===== config.mk =====
export PLATFORM = sky130hd
export DESIGN_NAME = toubi_zhaoling
export DESIGN_NICKNAME = d
export VERILOG_FILES = /design/src/rtl/toubi_pkg.sv /design/src/rtl/zhaoling.sv /design/src/rtl/toubi_zhaoling.sv
export SDC_FILE = /design/constraint.sdc
export NUM_CORES = 1
export LEC_CHECK = 0
export ABC_CLOCK_PERIOD_IN_PS = 6500
export CAP_MARGIN = 20
export CORE_MARGIN = 5
export CORE_UTILIZATION = 52
export DETAILED_ROUTE_END_ITERATION = 8
export HOLD_SLACK_MARGIN = 0.08
export PLACE_DENSITY = 0.77
export SETUP_SLACK_MARGIN = 0.15
export SYNTH_ARGS = -nofsm -noshare
export SYNTH_HDL_FRONTEND = slang
export SYNTH_SLANG_ARGS = --single-unit

===== constraint.sdc =====
create_clock -name i_clk -period 6.5 [get_ports i_clk]
set_input_delay 0.975 -clock i_clk [delete_from_list [all_inputs] [get_ports i_clk]]
set_output_delay 0.975 -clock i_clk [all_outputs]
set_load 0.01 [all_outputs]

===== src/rtl/toubi_pkg.sv =====
// Shared encodings and constants for the coin-payment / change stage.
// State encoding, default prices, coin values and the coin-sum helper live here.
package toubi_pkg;

  localparam int AMT_W_DEF  = 8;
  localparam int PRICE0_DEF = 2;
  localparam int PRICE1_DEF = 3;
  localparam int PRICE2_DEF = 4;
  localparam int PRICE3_DEF = 5;

  localparam logic [4:0] COIN1_VAL  = 5'd1;
  localparam logic [4:0] COIN5_VAL  = 5'd5;
  localparam logic [4:0] COIN10_VAL = 5'd10;

  typedef enum logic [1:0] {
    S_IDLE     = 2'd0,
    S_PAY      = 2'd1,
    S_DISPENSE = 2'd2,
    S_CHANGE   = 2'd3
  } state_t;

  // Value of all coin pulses arriving in one cycle (max 16).
  function automatic logic [4:0] coin_sum(input logic c1, input logic c5, input logic c10);
    logic [4:0] s;
    s = 5'd0;
    if (c1) begin
      s = s + COIN1_VAL;
    end
    if (c5) begin
      s = s + COIN5_VAL;
    end
    if (c10) begin
      s = s + COIN10_VAL;
    end
    return s;
  endfunction

endpackage


===== src/rtl/zhaoling.sv =====
// Greedy change ejector: one 5-yuan or 1-yuan pulse per step, empty pulse when nothing is left.
// A step taken together with load acts on the freshly loaded value in the same edge.
module zhaoling
  import toubi_pkg::*;
#(
  parameter int AMT_W = AMT_W_DEF
) (
  input  logic             i_clk,
  input  logic             i_rst,
  input  logic             i_load,
  input  logic             i_step,
  input  logic [AMT_W-1:0] i_value,
  output logic             o_y5,
  output logic             o_y1,
  output logic             o_empty
);

  localparam logic [AMT_W-1:0] FIVE = AMT_W'(COIN5_VAL);
  localparam logic [AMT_W-1:0] ONE  = AMT_W'(COIN1_VAL);

  logic [AMT_W-1:0] r_rem;
  logic             r_y5;
  logic             r_y1;
  logic             r_empty;
  logic [AMT_W-1:0] w_src;

  // Select the remainder the next action works on
  always_comb begin
    w_src = r_rem;
    if (i_load) begin
      w_src = i_value;
    end else begin
      w_src = r_rem;
    end
  end

  // Remainder register and registered ejection pulses
  always_ff @(posedge i_clk) begin
    if (i_rst) begin
      r_rem   <= '0;
      r_y5    <= 1'b0;
      r_y1    <= 1'b0;
      r_empty <= 1'b0;
    end else begin
      r_y5    <= 1'b0;
      r_y1    <= 1'b0;
      r_empty <= 1'b0;
      if (i_step) begin
        if (w_src >= FIVE) begin
          r_y5  <= 1'b1;
          r_rem <= w_src - FIVE;
        end else if (w_src >= ONE) begin
          r_y1  <= 1'b1;
          r_rem <= w_src - ONE;
        end else begin
          r_empty <= 1'b1;
          r_rem   <= '0;
        end
      end else if (i_load) begin
        r_rem <= i_value;
      end else begin
        r_rem <= r_rem;
      end
    end
  end

  assign o_y5    = r_y5;
  assign o_y1    = r_y1;
  assign o_empty = r_empty;

endmodule


===== src/rtl/toubi_zhaoling.sv =====
// Coin-payment stage ahead of the ticket dispenser: latches the order, accumulates coins,
// drives the dispenser enable and then hands the remainder to the change ejector.
module toubi_zhaoling
  import toubi_pkg::*;
#(
  parameter int AMT_W     = AMT_W_DEF,
  parameter int EN_CYCLES = 2,
  parameter int TIMEOUT   = 1000,
  parameter int PRICE0    = PRICE0_DEF,
  parameter int PRICE1    = PRICE1_DEF,
  parameter int PRICE2    = PRICE2_DEF,
  parameter int PRICE3    = PRICE3_DEF
) (
  input  logic             i_clk,
  input  logic             i_rst,
  input  logic             i_start,
  input  logic [1:0]       i_sel_ticket,
  input  logic [1:0]       i_sel_count,
  input  logic             i_coin1,
  input  logic             i_coin5,
  input  logic             i_coin10,
  input  logic             i_cancel,
  output logic             o_en,
  output logic [1:0]       o_ticket,
  output logic [1:0]       o_count,
  output logic [AMT_W-1:0] o_cost,
  output logic [AMT_W-1:0] o_paid,
  output logic             o_out_y5,
  output logic             o_out_y1,
  output logic             o_coin_rej,
  output logic             o_busy,
  output logic             o_done
);

  localparam int TW = $clog2(TIMEOUT + 1);
  localparam int EW = $clog2(EN_CYCLES + 1);
  localparam logic [TW-1:0] TO_LAST = TW'(TIMEOUT - 1);
  localparam logic [EW-1:0] EN_LAST = EW'(EN_CYCLES - 1);

  state_t           r_state;
  state_t           w_state_nxt;
  logic [1:0]       r_ticket;
  logic [1:0]       r_count;
  logic [AMT_W-1:0] r_cost;
  logic [AMT_W-1:0] r_paid;
  logic [TW-1:0]    r_timer;
  logic [EW-1:0]    r_en_cnt;
  logic             r_en;
  logic             r_coin_rej;
  logic             r_busy;

  logic [4:0]       w_sum;
  logic [AMT_W:0]   w_total;
  logic             w_ovf;
  logic             w_accept;
  logic             w_any_coin;
  logic [AMT_W-1:0] w_new_paid;
  logic [3:0]       w_unit;
  logic [3:0]       w_cost4;
  logic             w_timeout;
  logic             w_zl_load;
  logic             w_zl_step;
  logic [AMT_W-1:0] w_zl_value;
  logic             w_y5;
  logic             w_y1;
  logic             w_empty;

  assign w_sum      = coin_sum(i_coin1, i_coin5, i_coin10);
  assign w_total    = {1'b0, r_paid} + (AMT_W + 1)'(w_sum);
  assign w_ovf      = w_total[AMT_W];
  assign w_accept   = (w_sum != 5'd0) && !w_ovf;
  assign w_any_coin = i_coin1 | i_coin5 | i_coin10;
  assign w_new_paid = w_accept ? w_total[AMT_W-1:0] : r_paid;
  assign w_timeout  = !w_accept && (r_timer == TO_LAST);
  assign w_cost4    = w_unit * {2'b00, i_sel_count};

  // Unit price lookup for the selected ticket type
  always_comb begin
    w_unit = 4'd0;
    case (i_sel_ticket)
      2'd0:    w_unit = 4'(PRICE0);
      2'd1:    w_unit = 4'(PRICE1);
      2'd2:    w_unit = 4'(PRICE2);
      2'd3:    w_unit = 4'(PRICE3);
      default: w_unit = 4'd0;
    endcase
  end

  // Next-state decode and change-ejector control
  always_comb begin
    w_state_nxt = r_state;
    w_zl_load   = 1'b0;
    w_zl_step   = 1'b0;
    w_zl_value  = '0;
    case (r_state)
      S_IDLE: begin
        if (i_start && (i_sel_count != 2'd0)) begin
          w_state_nxt = S_PAY;
        end else begin
          w_state_nxt = S_IDLE;
        end
      end
      S_PAY: begin
        // Refund paths load and take the first change action on the same edge
        if (i_cancel) begin
          w_state_nxt = S_CHANGE;
          w_zl_load   = 1'b1;
          w_zl_step   = 1'b1;
          w_zl_value  = w_new_paid;
        end else if (w_timeout) begin
          w_state_nxt = S_CHANGE;
          w_zl_load   = 1'b1;
          w_zl_step   = 1'b1;
          w_zl_value  = r_paid;
        end else if (w_new_paid >= r_cost) begin
          w_state_nxt = S_DISPENSE;
          w_zl_load   = 1'b1;
          w_zl_value  = w_new_paid - r_cost;
        end else begin
          w_state_nxt = S_PAY;
        end
      end
      S_DISPENSE: begin
        if (r_en_cnt == EN_LAST) begin
          w_state_nxt = S_CHANGE;
          w_zl_step   = 1'b1;
        end else begin
          w_state_nxt = S_DISPENSE;
        end
      end
      S_CHANGE: begin
        if (w_empty) begin
          w_state_nxt = S_IDLE;
        end else begin
          w_state_nxt = S_CHANGE;
          w_zl_step   = 1'b1;
        end
      end
      default: begin
        w_state_nxt = S_IDLE;
      end
    endcase
  end

  // State, order latches, accumulator, timers and registered status outputs
  always_ff @(posedge i_clk) begin
    if (i_rst) begin
      r_state    <= S_IDLE;
      r_ticket   <= 2'd0;
      r_count    <= 2'd0;
      r_cost     <= '0;
      r_paid     <= '0;
      r_timer    <= '0;
      r_en_cnt   <= '0;
      r_en       <= 1'b0;
      r_coin_rej <= 1'b0;
      r_busy     <= 1'b0;
    end else begin
      r_state    <= w_state_nxt;
      r_busy     <= (w_state_nxt != S_IDLE);
      r_coin_rej <= w_any_coin && ((r_state != S_PAY) || w_ovf);
      case (r_state)
        S_IDLE: begin
          if (i_start && (i_sel_count != 2'd0)) begin
            r_ticket <= i_sel_ticket;
            r_count  <= i_sel_count;
            r_cost   <= AMT_W'(w_cost4);
            r_paid   <= '0;
            r_timer  <= '0;
          end
        end
        S_PAY: begin
          r_paid <= w_new_paid;
          if (w_accept) begin
            r_timer <= '0;
          end else begin
            r_timer <= r_timer + TW'(1);
          end
          if (w_state_nxt == S_DISPENSE) begin
            r_en     <= 1'b1;
            r_en_cnt <= '0;
          end
        end
        S_DISPENSE: begin
          if (r_en_cnt == EN_LAST) begin
            r_en <= 1'b0;
          end else begin
            r_en_cnt <= r_en_cnt + EW'(1);
          end
        end
        default: begin
          r_en <= 1'b0;
        end
      endcase
    end
  end

  zhaoling #(
    .AMT_W(AMT_W)
  ) u_zhaoling (
    .i_clk  (i_clk),
    .i_rst  (i_rst),
    .i_load (w_zl_load),
    .i_step (w_zl_step),
    .i_value(w_zl_value),
    .o_y5   (w_y5),
    .o_y1   (w_y1),
    .o_empty(w_empty)
  );

  assign o_en       = r_en;
  assign o_ticket   = r_ticket;
  assign o_count    = r_count;
  assign o_cost     = r_cost;
  assign o_paid     = r_paid;
  assign o_out_y5   = w_y5;
  assign o_out_y1   = w_y1;
  assign o_coin_rej = r_coin_rej;
  assign o_busy     = r_busy;
  assign o_done     = w_empty;

endmodule


==> run summary, run 1 <==
Status - finished clean
Initial antenna violation count - 0
Inserted Diodes - 0
Post-synth EDFFs - 0
Top post-synthesis cells by area - dfxtp_1 24%, ha_1 6.8%, a21oi_1 6.4%
Synth Instances - 476
Least-Margin Pin Slew - 703.3 ps
Cell with the most instances after synthesis - nand2_1
Final net count - 546
Reg-to-reg slack, setup - 1570 ps
Die height - 93.88 um
Initial Utilization - 53.55%
Hold_sp - r_en_cnt[1]$_SDFFE_PP0P_
Cell taking the most area after synthesis - dfxtp_1
CP Launch Point - i_coin5
Synth cell count leaders - 51 x nand2_1, 50 x nor2_1, 47 x a21oi_1
Finish-stage setup viols - 0
Final instance area - 0.004392 mm2
HP Class - flip-flop to flip-flop
Io pins - 37
Ys flop type - dfxtp_1
Die X - 93.88 um
Arrival time worst endpoint - 6310 ps
Synth cell types - 77
Crit Path Max Fanout - 6
Crit Path Class - primary input to flip-flop
Vias in the first global route - 3403
Met1 Usage GRT - 30.19%
Worst-path clk slew - 80 ps
CTS Root Buffer Type - clkbuf_8
Via/cell ratio - 6.095
Yosys top cell area share - 24.08%
Asr flop ratio synth - 0%
Sequential share of the synthesized area - 24.08%
Worst skew pair latency - 300 ps
Met3 usage - 3.766%
RSZ-0062 raised after global routing - no
Proportion of synthesized area in mux cells - 4.412%
Reg2reg start - o_paid[4]$_SDFFE_PP0P_
Total gr overflow - 0
VDD IR max - 0.1391 mV
Clk buf depth - 2
Startpoint class of the critical path - primary input
R2R Path End - u_zhaoling.r_rem[7]$_SDFF_PP0_
Routed vias - 3712
Initial drt markers - 271
R2R cell count - 21
Final hold slack - 460.6 ps
Synth Area in Adders - 7.934%
Max incr delay on CP - 530 ps
Global-route wire length before repair - 16480 um
Largest net degree at the start of global routing - 47
Die area - 0.008813 mm2
Critical Path Sink - u_zhaoling.r_rem[7]$_SDFF_PP0_
Core area - 0.006832 mm2
# port buffers - 32
Pwr Total - 1.208 mW
Fmax achieved - 163.8 MHz
Pwr/cell area - 274.9 mW/mm2
Final ANT Viol Nets - 0
Mean post-synth cell area - 7.686 um2
CTS sink count - 44
Period utilisation layout - 93.95%
Placed Area - 0.004111 mm2
Fin. Hold Viols - 0
Flops & latches, synth - 44
DRC errors left - 0
CTS H-tree depth - 2
GR Util met2 - 38.68%
Largest family of logic cells by synthesized area - compound AO/OA/AOI/OAI gates
CP endpoint kind - flip-flop
Slowest CP cell - clkdlybuf4s50_1
HPWL after DPL - 7525 um
Slew margin rel. - 52.68%
XOR/XNOR share of the synthesized area - 3.112%
Cell Area, Synth - 0.003659 mm2
Final setup TNS - 0 ps
Row count - 30
Synth Area in Simple Gates - 26.88%
Fin crit period - 6107 ps
Clk_skew - 7.988 ps
Layout Area Growth over Synthesis - 20.04%
Compound-gate portion of the synthesized area - 27.98%
Yosys synthesis warning count - 0
Grt peak-use layer - met2
Max-Cap Viols - 0
Gpl congestion - 0.9795
Routed len/inst - 16.55 um
GRT Resource Usage Total - 22.77%
Initial DRT Pass Iterations - 5
CTS tree - done
Leak Pwr - 1.662 nW
Slew Limit Fails - 0
Layout cell share with drive strength beyond 1 - 15.01%
CTS buffer count - 5
CP Data Required Time - 6700 ps
WL final - 10080 um
-- timing repair --
action | CTS | global route
endpoints found under the hold margin | 0 | 0
gates resized for setup | 3 | 27
setup endpoints to repair | 6 | 11
hold buffers | 0 | 0
pin swaps | 0 | 2
buffers inserted | 0 | 2
-- critical path, delay by kind of cell --
kind | cells | cell delay (ps)
fa+ha+maj | 5 | 1510
mux | 2 | 590
buf+inv | 4 | 880
compound gates | 8 | 1550
simple gates | 5 | 650
xor+xnor | 1 | 140
-- cell usage in the layout (no fill, tap or decap), types with 7 or more instances in the layout --
cell	netlist	routed
nor3_1	14	14
a21oi_1	47	44
o211ai_1	7	7
a31oi_1	7	7
nand2b_1	7	7
nand2_1	51	51
nor2_1	50	49
ha_1	20	17
a21o_1	8	8
inv_1	16	15
o21ai_0	21	21
dfxtp_1	44	44
xnor2_1	10	10
buf_4	4	21
and3_1	10	9
nand3_1	20	20
clkdlybuf4s50_1	0	32
-- worst min-delay path by stage --
stage / slack, ps / to / cells past startpoint
4_1_cts: 470 / r_en_cnt[1]$_SDFFE_PP0P_ / 2
6_report: 460 / r_en_cnt[1]$_SDFFE_PP0P_ / 2
2_1_floorplan: 430 / r_en_cnt[1]$_SDFFE_PP0P_ / 2
3_5_place_dp: 450 / o_count[0]$_SDFFE_PP0P_ / 2
5_1_grt: 480 / o_count[0]$_SDFFE_PP0P_ / 2
3_3_place_gp: 440 / r_en_cnt[1]$_SDFFE_PP0P_ / 2
-- per-layer routing --
metal  part of all wire, %  wire (um)
met5                     0          0
met4                   2.0        197
met3                   6.4        641
met2                    48       4865
met1                    43       4377
-- registers in the layout, indices dropped and copies added, names as in the netlist --
name and count:
o_busy 1, r_en_cnt 2, o_count 2, u_zhaoling.o_y1 1, o_ticket 2, o_en 1
o_paid 8, u_zhaoling.o_empty 1, o_cost 4, u_zhaoling.o_y5 1, r_state 2, r_timer 10
u_zhaoling.r_rem 8, o_coin_rej 1
-- final cells by class --
| type | count | area (um2) |
|---|---|---|
| Clock buffer | 5 | 68.82 |
| Clock inverter | 2 | 60.06 |
| Fill cell | 606 | 2440 |
| Inverter | 16 | 60.06 |
| Multi-Input combinational cell | 393 | 2724 |
| Sequential cell | 44 | 880.8 |
| Tap cell | 96 | 120.1 |
| Timing Repair Buffer | 53 | 478.0 |
-- cell families (layout without fill, tap and decap cells) --
group | Yosys count | in the layout
xor+xnor | 13 | 13
flops | 44 | 44
compound gates | 144 | 144
simple gates | 195 | 195
fa+ha+maj | 22 | 22
other cells | 1 | 4
buf+inv | 42 | 76
mux | 15 | 15
-- where the power goes --
part | total (mW) | internal (mW) | switching [mW] | leakage (nW)
sequential | 0.321 | 0.297 | 0.0241 | 0.358
combinational | 0.639 | 0.280 | 0.360 | 1.24
clock | 0.247 | 0.151 | 0.0959 | 0.0642
total | 1.21 | 0.728 | 0.480 | 1.66
-- metrics by stage --
step	util, %	instances	setup slack (ps)
global placement	60.18	600	-18.83
floorplan	-	479	335.9
global route	64.29	609	130.8
finish	64.29	609	393.3
CTS	62.23	607	151.2
detailed placement	60.18	600	-255.6
Note: power is estimated with default switching activity, not from simulation.
==> run 2, diff against run 1 <==
Settings changed: CORE_MARGIN 5 to default, CORE_UTILIZATION 52 to 41, PLACE_DENSITY 0.77 to default.
==> run 2 against run 1 <==
Register-to-register slack got worse by 20 ps. Via count down 1.7%. Hold slack worse by 5.7 ps. Critical path type unchanged. Largest cell class unchanged. Largest power group unchanged.
==> run summary, run 2 (synthesis gave the netlist of run 1 again) <==
Reg2reg start - o_paid[0]$_SDFFE_PP0P_
Worst skew pair latency - 300 ps
Slew Limit Fails - 0
Leak Pwr - 1.665 nW
CTS buffer count - 5
Largest net degree at the start of global routing - 47
Fmax achieved - 163.5 MHz
Post-layout worst setup margin - 382.4 ps
Via/cell ratio - 5.837
Commonest cells after routing, fill and taps aside - 51 x nand2_1, 49 x nor2_1, 44 x a21oi_1, 44 x dfxtp_1, 32 x clkdlybuf4s50_1
VDD IR max - 0.1494 mV
R2R Path End - u_zhaoling.r_rem[7]$_SDFF_PP0_
Largest register FFs - 10
Crit-path most repeated cell - nand2_1
Initial antenna violation count - 0
Crit Path Max Fanout - 7
HP Class - flip-flop to flip-flop
Sw Ratio - 40.93%
# hold bufs at CTS - 0
Pwr/cell area - 263.7 mW/mm2
Max-Cap Viols - 0
Final net count - 551
CTS sink count - 44
Startpoint class of the critical path - primary input
Layout cell share with drive strength beyond 1 - 15.47%
CP Data Required Time - 6700 ps
Final hold slack - 455.0 ps
Max incr delay on CP - 530 ps
Final ANT Viol Nets - 0
Arrival time worst endpoint - 6310 ps
Reg-to-reg slack, setup - 1550 ps
Slowest CP cell - clkdlybuf4s50_1
Die area - 0.009305 mm2
Fin crit period - 6118 ps
Initial Utilization - 42.16%
Row count - 34
Clk buf depth - 2
Combinational share of power - 54.5%
DRC errors left - 0
Commonest non-fill, non-tap cell in the layout - nand2_1
Fin. Hold Viols - 0
Io pins - 37
Gpl congestion - 0.9539
CTS H-tree depth - 2
# port buffers - 32
Bufs and invs on worst path - 5
CTS Root Buffer Type - clkbuf_8
Least-Margin Pin Slew - 1009 ps
Period utilisation layout - 94.12%
Psw - 0.4724 mW
Routed vias - 3648
Status - finished clean
Worst hold path stage count - 2
Routed len/inst - 16.81 um
Global-route wire length before repair - 17190 um
CP endpoint kind - flip-flop
Vias in the first global route - 3388
Clock share of power - 17.9%
Number of fill cells - 887
Place WS - -124.9 ps
Largest delay contributor family on the critical path - compound AO/OA/AOI/OAI gates
Die height - 96.46 um
CTS tree - done
Total gr overflow - 0
Slew margin rel. - 32.59%
Layout Area Growth over Synthesis - 19.63%
Initial DRT Pass Iterations - 4
Finish-stage setup viols - 0
Sequential share of power - 27.7%
Inserted Diodes - 0
Top reg by flops - r_timer
Pwr Total - 1.154 mW
R2R cell count - 24
Hold_sp - o_count[1]$_SDFFE_PP0P_
GRT Resource Usage Total - 24.07%
Core area - 0.008678 mm2
WL final - 10510 um
Initial drt markers - 205
HPWL after DPL - 7689 um
RSZ-0062 raised after global routing - no
Int Pwr - 0.6817 mW
Hold endpoint - o_count[1]$_SDFFE_PP0P_
Crit Path Class - primary input to flip-flop
Die X - 96.46 um
Clk_skew - 7.522 ps
Worst-path clk slew - 80 ps
## run 2: cell types whose count changed in the layout (fill, tap and decap cells not counted), moves of 2 or more
cell,change
a211oi_1,-2
a211oi_2,+2
buf_4,+5
ha_2,+3
ha_4,-2
## run 2: tightest hold or removal path, delay by kind of cell, from the launching register on
kind	cells	cell delay, ps
flops	1	310
simple gates	1	50
compound gates	1	50
## run 2: how the worst max path moves through the flow
stage,endpoint,from,slack [ps],depth (start not counted)
after floorplan,u_zhaoling.r_rem[7]$_SDFF_PP0_,i_coin1,340,24
after global placement,u_zhaoling.r_rem[4]$_SDFF_PP0_,i_coin5,-50,24
after detailed placement,u_zhaoling.r_rem[7]$_SDFF_PP0_,i_coin5,-120,26
after CTS,u_zhaoling.r_rem[7]$_SDFF_PP0_,i_coin5,210,26
after global routing,u_zhaoling.r_rem[7]$_SDFF_PP0_,i_coin5,120,26
final,u_zhaoling.r_rem[7]$_SDFF_PP0_,i_coin5,380,27
## run 2: routing by layer
layer | track usage, % | share of wire [%] | up-vias
met3 | 4.617 | 5.5 | 21
met4 | 7.721 | 2.1 | 0
li1 | - | - | 1821
met2 | 37.56 | 45 | 103
met1 | 33.21 | 47 | 1703
met5 | 0 | 0 | -
## run 2: repair_timing
action                                  CTS  global route
endpoints found under the setup margin    0            11
setup buffers                             0             2
gates resized for setup                   0            25
## run 2: metrics by stage
| stage | std cells | utilization [%] | instance area (um2) | setup TNS [ps] |
|---|---|---|---|---|
| 3_5_place_dp | 617 | 47.98 | 4164 | -505.3 |
| 2_1_floorplan | 479 | - | 3670 | 0 |
| 4_1_cts | 623 | 49.12 | 4263 | 0 |
| 6_report | 625 | 50.43 | 4377 | 0 |
| 3_3_place_gp | 617 | 47.98 | 4164 | -52.65 |
| 5_1_grt | 625 | 50.43 | 4377 | 0 |
## run 2: area by class of cell
type / instances / area [um2] / share of cell area, %
flip-flops and latches: 44 / 880.8 / 20.13
clock inverters: 1 / 30.03 / 0.6861
well taps: 108 / 135.1 / 3.087
repair buffers: 58 / 515.5 / 11.78
multi-input cells: 393 / 2686 / 61.38
inverters: 16 / 60.06 / 1.372
clock buffers: 5 / 68.82 / 1.572
## run 2: power groups by stage
stage | clock [mW] | combinational (mW) | sequential (mW)
after floorplan | 0 | 0.416 | 0.323
after global placement | 0 | 0.574 | 0.325
after detailed placement | 0 | 0.576 | 0.324
after global routing | 0.219 | 0.694 | 0.323
final | 0.206 | 0.629 | 0.320
after CTS | 0.211 | 0.579 | 0.318
